## src/rtl/mem_arb_pkg.sv

```systemverilog
// rtl/mem_arb_pkg.sv - shared encodings and defaults for the IF/MEM memory port arbiter
package mem_arb_pkg;

    localparam int AW_DEFAULT           = 32;
    localparam int DW_DEFAULT           = 32;
    localparam int MAX_D_STREAK_DEFAULT = 4;

    typedef enum logic [1:0] {
        IDLE  = 2'd0,
        IBUSY = 2'd1,
        DBUSY = 2'd2
    } arb_state_t;

    typedef enum logic [1:0] {
        GRANT_NONE = 2'd0,
        GRANT_I    = 2'd1,
        GRANT_D    = 2'd2
    } grant_t;

endpackage

```

## src/rtl/arb_pick.sv

```systemverilog
// rtl/arb_pick.sv - grant decision between fetch and data requesters
module arb_pick
    import mem_arb_pkg::*;
(
    input  logic   if_pend,
    input  logic   d_pend,
    input  logic   if_flush,
    input  logic   streak_max,
    output grant_t grant
);

    // Data wins unless fetch has already waited out a full streak of data grants.
    always_comb begin
        grant = GRANT_NONE;
        if (d_pend && !(if_pend && streak_max))
            grant = GRANT_D;
        else if (if_pend && !if_flush)
            grant = GRANT_I;
    end

endmodule

```

## src/rtl/mem_port_arbiter.sv

```systemverilog
// rtl/mem_port_arbiter.sv - shares one variable-latency memory port between fetch and load/store
module mem_port_arbiter
    import mem_arb_pkg::*;
#(
    parameter int AW           = AW_DEFAULT,
    parameter int DW           = DW_DEFAULT,
    parameter int MAX_D_STREAK = MAX_D_STREAK_DEFAULT
) (
    input  logic          clk,
    input  logic          rst,
    input  logic          if_req,
    input  logic [AW-1:0] if_addr,
    input  logic          if_flush,
    output logic          if_ack,
    output logic [DW-1:0] if_rdata,
    input  logic          dm_rd,
    input  logic          dm_wr,
    input  logic [AW-1:0] dm_addr,
    input  logic [DW-1:0] dm_wdata,
    output logic          dm_ack,
    output logic [DW-1:0] dm_rdata,
    output logic          stall_if,
    output logic          stall_mem,
    output logic          mem_req,
    output logic          mem_we,
    output logic [AW-1:0] mem_addr,
    output logic [DW-1:0] mem_wdata,
    input  logic          mem_ready,
    input  logic [DW-1:0] mem_rdata
);

    localparam int SW = $clog2(MAX_D_STREAK + 1);

    arb_state_t    state;
    logic [SW-1:0] d_streak;
    logic          kill;
    logic          if_pend;
    logic          d_pend;
    logic          streak_max;
    grant_t        grant;

    // A requester whose ack is high is still presenting the request just served.
    assign if_pend    = if_req & ~if_ack;
    assign d_pend     = (dm_rd | dm_wr) & ~dm_ack;
    assign streak_max = (d_streak == SW'(MAX_D_STREAK));
    assign stall_if   = if_pend;
    assign stall_mem  = d_pend;

    arb_pick u_pick (
        .if_pend    (if_pend),
        .d_pend     (d_pend),
        .if_flush   (if_flush),
        .streak_max (streak_max),
        .grant      (grant)
    );

    always_ff @(posedge clk or posedge rst) begin
        if (rst) begin
            state     <= IDLE;
            d_streak  <= '0;
            kill      <= 1'b0;
            mem_req   <= 1'b0;
            mem_we    <= 1'b0;
            mem_addr  <= '0;
            mem_wdata <= '0;
            if_ack    <= 1'b0;
            dm_ack    <= 1'b0;
            if_rdata  <= '0;
            dm_rdata  <= '0;
        end else begin
            if_ack <= 1'b0;
            dm_ack <= 1'b0;
            case (state)
                IDLE: begin
                    if (grant == GRANT_D) begin
                        state     <= DBUSY;
                        mem_req   <= 1'b1;
                        mem_we    <= dm_wr;
                        mem_addr  <= dm_addr;
                        mem_wdata <= dm_wdata;
                    end else if (grant == GRANT_I) begin
                        state    <= IBUSY;
                        mem_req  <= 1'b1;
                        mem_we   <= 1'b0;
                        mem_addr <= if_addr;
                    end
                end
                IBUSY: begin
                    if (mem_ready) begin
                        state   <= IDLE;
                        mem_req <= 1'b0;
                        kill    <= 1'b0;
                        // A flush arriving with mem_ready still discards the word.
                        if (!kill && !if_flush) begin
                            if_ack   <= 1'b1;
                            if_rdata <= mem_rdata;
                        end
                    end else if (if_flush) begin
                        kill <= 1'b1;
                    end
                end
                DBUSY: begin
                    if (mem_ready) begin
                        state   <= IDLE;
                        mem_req <= 1'b0;
                        dm_ack  <= 1'b1;
                        if (!mem_we)
                            dm_rdata <= mem_rdata;
                    end
                end
                default: state <= IDLE;
            endcase

            if (!if_req || (state == IDLE && grant == GRANT_I))
                d_streak <= '0;
            else if (state == IDLE && grant == GRANT_D && if_pend && !streak_max)
                d_streak <= d_streak + SW'(1);
        end
    end

endmodule

```

## config.mk

```make
export PLATFORM = sky130hd
export DESIGN_NAME = mem_port_arbiter
export DESIGN_NICKNAME = d
export VERILOG_FILES = /design/src/rtl/mem_arb_pkg.sv /design/src/rtl/arb_pick.sv /design/src/rtl/mem_port_arbiter.sv
export SDC_FILE = /design/constraint.sdc
export NUM_CORES = 1
export LEC_CHECK = 0
export ABC_AREA = 1
export ABC_CLOCK_PERIOD_IN_PS = 5150
export BUFFER_PORTS_ARGS = -buffer_cell sky130_fd_sc_hd__buf_2
export CAP_MARGIN = 0
export CORE_ASPECT_RATIO = 1.2
export CORE_MARGIN = 2
export CORE_UTILIZATION = 47
export CTS_CLUSTER_DIAMETER = 80
export DETAILED_ROUTE_END_ITERATION = 8
export GPL_TIMING_DRIVEN = 0
export PLACE_DENSITY = 0.83
export SKIP_LAST_GASP = 1
export SYNTH_ARGS = -nofsm -noshare
export SYNTH_HDL_FRONTEND = slang
export SYNTH_SLANG_ARGS = --single-unit
```

## constraint.sdc

```tcl
create_clock -name clk -period 5.15 [get_ports clk]
set_clock_uncertainty 0.2 [all_clocks]
set_input_delay 0.2575 -clock clk [delete_from_list [all_inputs] [get_ports clk]]
set_output_delay 0.2575 -clock clk [all_outputs]
set_load 0.02 [all_outputs]
```

Word level (Yosys, flattened, before mapping)
Index checks and enable logic that the tools add are counted.
- flip-flop bits (word level): 138
- bits in latches: 0
- RAM bits: 0
- memory bits (read-only): 0
- output and inout bits: 134
- word-level logic and storage cells: 75
- memories: 0
- add/sub/neg operators: 1
- multiply operators: 0
- div/mod/pow operators: 0
- $lt $le $gt $ge: 0
- eq/ne operators: 7
- shifts and indexed selects: 0
- muxes and demuxes: 23
- bitwise operators: 6
- reduce and logical (&&, ||, !) cells: 27
- operators by type and width (kind ; number):
    $mux W32 ; 2
    $mux W1 ; 13
    $reduce_and A3 Y1 ; 3
    $logic_and A1 B1 Y1 ; 8
    $mux W2 ; 4
    $reduce_and A2 Y1 ; 4
    $reduce_bool A2 Y1 ; 4
    $mux W3 ; 2
    $logic_not A1 Y1 ; 5
    $eq A2 B1 Y1 const B ; 2
    $eq A2 B2 Y1 const B ; 2
    $pmux W2 S2 ; 1
    $add A3 B1 Y3 const B ; 1
    $eq A3 B3 Y1 const B ; 1
    $ne A3 B1 Y1 const B ; 1
    $not A1 Y1 ; 3
    $and A1 B1 Y1 ; 2
    $logic_not A2 Y1 ; 1
    $ne A2 B1 Y1 const B ; 1
    $pmux W1 S2 ; 1
    $reduce_or A2 Y1 ; 1
    $logic_or A1 B1 Y1 ; 1
    $or A1 B1 Y1 ; 1

Depth between registers and ports, before layout
- word-level depth: 12
- mapped depth: 13

Hierarchy
A second synthesis with hierarchy kept.
- cells, all modules: 637
- area total of the unflattened synthesis: 5662.9 um^2
- modules (own cells, without submodules) (module ; times used ; cells an instance ; area each (um^2)):
    mem_port_arbiter ; 1 ; 632 ; 5640.4
    arb_pick ; 1 ; 5 ; 22.5

Worst setup path before layout
OpenSTA, ideal clock, no wires.
- path type: flip-flop to flip-flop
- start point: register state[0]
- end point: register mem_addr[10]
- data arrival time: 1.473 ns
- slack: 3.412 ns
- stages on the path, launching flop included: 11
- buffers on the path: 2
- period minus slack after synthesis: 1.738 ns
- cell sequence: dfrtp_1 -> inv_1 -> ha_1 -> buf_2 -> inv_1 -> nor2_1 -> inv_1 -> nand2_2 -> buf_2 -> nand2_1 -> nand2_1
- word-level cells in the longest chain between the ends: 2
- RTL lines (element ; RTL line ; RTL):
    start, declared ; mem_port_arbiter.sv:34 ; arb_state_t state;
    start signal, assigned ; mem_port_arbiter.sv:59 ; state <= IDLE;
    start signal, assigned ; mem_port_arbiter.sv:76 ; state <= DBUSY;
    start signal, assigned ; mem_port_arbiter.sv:82 ; state <= IBUSY;
    $logic_not A2 Y1 ; mem_port_arbiter.sv:73 ; case (state)
    $reduce_and A2 Y1 (no source line) ; - ;
    end signal, assigned ; mem_port_arbiter.sv:79 ; mem_addr <= dm_addr;
    end signal, assigned ; mem_port_arbiter.sv:85 ; mem_addr <= if_addr;
    end, declared ; mem_port_arbiter.sv:26 ; output logic [AW-1:0] mem_addr,
No other way between the ends.
A chain may end at the register's enable or synchronous reset.

Worst setup path after layout
- start point: register d_streak[0]
- end point: register mem_addr[16]
- word-level cells in the longest chain between the ends: 8
- elaborated cells on any way between the ends: 10
- RTL lines (element ; RTL line ; RTL):
    start, declared ; mem_port_arbiter.sv:35 ; logic [SW-1:0] d_streak;
    start signal, assigned ; mem_port_arbiter.sv:117 ; d_streak <= d_streak + SW'(1);
    $eq A3 B3 Y1 (*) ; mem_port_arbiter.sv:45 ; assign streak_max = (d_streak == SW'(MAX_D_STREAK));
    $logic_and A1 B1 Y1 (*) ; arb_pick.sv:15 ; if (d_pend && !(if_pend && streak_max))
    $logic_not A1 Y1 (*) ; arb_pick.sv:15 ;
    $logic_and A1 B1 Y1 (*) ; arb_pick.sv:15 ;
    $mux W2 (*) ; arb_pick.sv:15 ;
    $eq A2 B1 Y1 or $eq A2 B2 Y1 (tied branches) ; mem_port_arbiter.sv:81, mem_port_arbiter.sv:75 ;
    $reduce_bool A2 Y1 (no source line) ; - ;
    $reduce_and A2 Y1 (no source line) ; - ;
Every way passes the cells marked *; elsewhere a longest branch is shown, timed or not.

==> metrics.txt <==
cell-internal power 3.251 mW; ranking of synthesized cells by area dfrtp_1, nand2_1, nand3_1; Final nets roughly 1300; adder-cell share of the synthesized area ~1.3%; CTS root buffer clkbuf_16; static leakage approximately 5.4 nW; post-synthesis mux area share 0%; WP data required roughly 5300 ps; CP max-delay cell dlygate4sd3_1; Crit path largest cell delay 580 ps; post-DP HPWL 12190 um; Setup CP Type flop to flop; IO buf count approximately 270; CP endpoint kind flop; Design Area, Final 9452 um^2; drt pass-1 iters 8; initial antenna violation count 2; die width about 110 um; total global-route track usage 34.52%; Flop pwr share around 33%; vias in the first global route roughly 7000; crit path launch type flop; H-tree Lvls 4; Final Cycle Share between 50% and 60%; first-pass GRT wire length roughly 36000 um; largest fanout on the critical path 10; wire per inst ~18 um; RePlAce Congestion roughly 0.82; setup tns final 0 ps; Critical Path AT between 2000 and 3000 ps; worst slew pin tran 555.5 ps; area added between synthesis and finish 60.25%; FF+latch count, synth 138; Post-synth EDFFs 0; max-capacitance violation count 0; Slew HR between 60% and 70%; Synth area leader dfrtp_1; sequential area share after synthesis between 50% and 60%; syn nets 839; CTS Buffer Depth 2; fmax around 0.37 GHz; layout cells sized above 1 between 20% and 30%; Core Area around 12000 um^2; sw frac around 43%; Worst-path clk slew 60 ps; fillers between 700 and 800; worst hold path class input port to asynchronous set/reset pin; RSZ-0062 raised after global routing false; I/O pin cnt 269; outcome finished, final reports clean; post-CTS sizing 0; NetSw ~2.5 mW; largest family of logic cells by synthesized area simple AND/OR/NAND/NOR gates; complex-gate fraction of the synthesized area about 5.9%; CTS Buf Count 17; PwrDens 608.2 nW/um^2; Mapped Cells approximately 700; grt total ovfl 0; Synth top area share 58.55%; Netlist cell types 20; most numerous cell in the Yosys netlist nand2_1; routed wire length 23700 um; vias per cell 5.388; predominant post-synthesis flop cell dfrtp_1; Avg Cell Area, Syn between 8 and 9 um^2; Placed Area around 7500 um^2; routed vias approximately 7000; # rows 44; Max VDD drop 0.3636 mV; die area 13470 um^2; Die H roughly 130 um; Synth Cell Area approximately 5900 um^2; initial core utilization 48.48%; post-synthesis async set-or-reset flop share 100.0%; Initial DRC Count about 760; CP most frequent cell nand2_1; Synth Area in Simple Gates 26.94%; largest net degree at the start of global routing 79; Finish-stage setup viols 0; Hold Fails Final Rpt 0; CTS tree yes; Sink Count 138; XOR/XNOR Fraction of Synth Area 0.1485%; Clk pwr share 23.0%; count of pins over their slew limit 0; antenna viol nets, final 0; DRC 0; critical path cell sequence inv_1 -> ha_1 -> nand2_1 -> inv_1 -> nand2_2 -> nand2_4 -> inv_2 -> buf_4 -> buf_6 -> nand2_1 -> nand2_1 -> dlygate4sd3_1 -> nand2_1 -> nand2_1; Worst-Skew Late Latency roughly 400 ps; Gate power share 44.5%; top cells by count, synth nand2_1, dfrtp_1, nand3_1; fin crit period around 2700 ps; Syn. warnings 0
[per-stage QoR]
step / instances / utilization [%] / total power, mW / hold slack [ps] / setup slack (ps)
after floorplan: 698 / - / 3.249 / 152.0 / 996.3
after global placement: 1127 / 61.16 / 4.013 / 229.6 / -551.9
after detailed placement: 1128 / 61.43 / 4.082 / 160.0 / 3082
after CTS: 1293 / 77.64 / 5.536 / 267.4 / 2710
after global routing: 1295 / 77.68 / 6.033 / 294.6 / 2384
final: 1295 / 77.68 / 5.748 / 258.1 / 2413
[path summary, 6_finish.rpt]
path | start | to | slack, ps | cells after the start
max reg2reg | d_streak[0]$_DFFE_PP0P_ | mem_addr[16]$_DFFE_PP0P_ | 2410 | 14
min in group clk | mem_wdata[25]$_DFFE_PP0P_ | mem_wdata[25]$_DFFE_PP0P_ | 270 | 2
max | d_streak[0]$_DFFE_PP0P_ | mem_addr[16]$_DFFE_PP0P_ | 2410 | 14
min | rst | mem_addr[24]$_DFFE_PP0P_ | 260 | 3
min reg2reg | mem_wdata[25]$_DFFE_PP0P_ | mem_wdata[25]$_DFFE_PP0P_ | 270 | 2
max in group asynchronous | rst | mem_wdata[27]$_DFFE_PP0P_ | 3700 | 4
[area by class of cell]
| cell class | count | area [um^2] | area share, % |
|---|---|---|---|
| flip-flops and latches | 138 | 3453 | 36.54 |
| repair buffers | 403 | 2710 | 28.67 |
| multi-input cells | 466 | 2018 | 21.35 |
| clock buffers | 18 | 439.2 | 4.647 |
| plain buffers | 39 | 220.2 | 2.330 |
| inverters | 55 | 211.5 | 2.237 |
| well taps | 161 | 201.4 | 2.131 |
| clock inverters | 13 | 192.7 | 2.039 |
| diodes | 2 | 5.005 | 0.05295 |
[kinds of logic after synthesis]
family	after synthesis
and+or+nand+nor	390
buffers and inverters	94
DFF	138
AOI/OAI and AO/OA	69
adders and majority gates	6
xor gates and xnor gates	1
[critical path: cells and delay by family, from the launching register on]
family	cells	cell delay [ps]
fa+ha+maj	1	200
buf+inv	6	1200
flops	1	390
simple gates	7	640
[power by group through the flow]
stage,clock network [mW],registers (mW),logic (mW)
global placement,0,1.81,2.21
detailed placement,0,1.82,2.27
finish,1.32,1.87,2.56
global route,1.38,1.91,2.75
CTS,1.32,1.81,2.41
floorplan,0,2.39,0.856
[layout by cell type, fill, tap and decap left out]
| cell | instances |
|---|---|
| o21ai_0 | 68 |
| inv_6 | 3 |
| nand2_2 | 3 |
| buf_2 | 279 |
| clkinv_4 | 4 |
| nand3_1 | 69 |
| ha_1 | 6 |
| inv_2 | 3 |
| bufinv_16 | 4 |
| nor2_4 | 2 |
| clkinv_2 | 1 |
| a21oi_1 | 1 |
| nor2_1 | 4 |
| clkbuf_8 | 1 |
| inv_1 | 51 |
| dfrtp_1 | 138 |
| nand2_4 | 1 |
| diode_2 | 2 |
| clkbuf_1 | 14 |
| nand4_1 | 3 |
| xor2_1 | 1 |
| dlygate4sd3_1 | 134 |
| nor3_1 | 1 |
| clkbuf_16 | 17 |
| buf_16 | 1 |
| clkinvlp_4 | 2 |
| buf_1 | 3 |
| nand2_1 | 307 |
| buf_6 | 5 |
| buf_4 | 6 |
[flip-flops by register name (all words and copies together), names as in the netlist]
signal,flops
mem_we,1
state,2
dm_ack,1
if_ack,1
d_streak,3
dm_rdata,32
if_rdata,32
mem_req,1
kill,1
mem_addr,32
mem_wdata,32
[routing by layer]
metal,GRT usage [%],up-vias,wire [um]
met5,0,-,0
li1,-,3034,-
met4,21.52,0,1637
met1,37.15,3272,8150
met3,10.33,140,2326
met2,59.16,531,11580
[repair_timing]
action / 4_1_cts / 5_1_grt
hold buffers: 134 / 0
setup buffers: 0 / 0
endpoints found under the hold margin: 194 / 0
No activity file was read; power rests on OpenSTA's default activity.
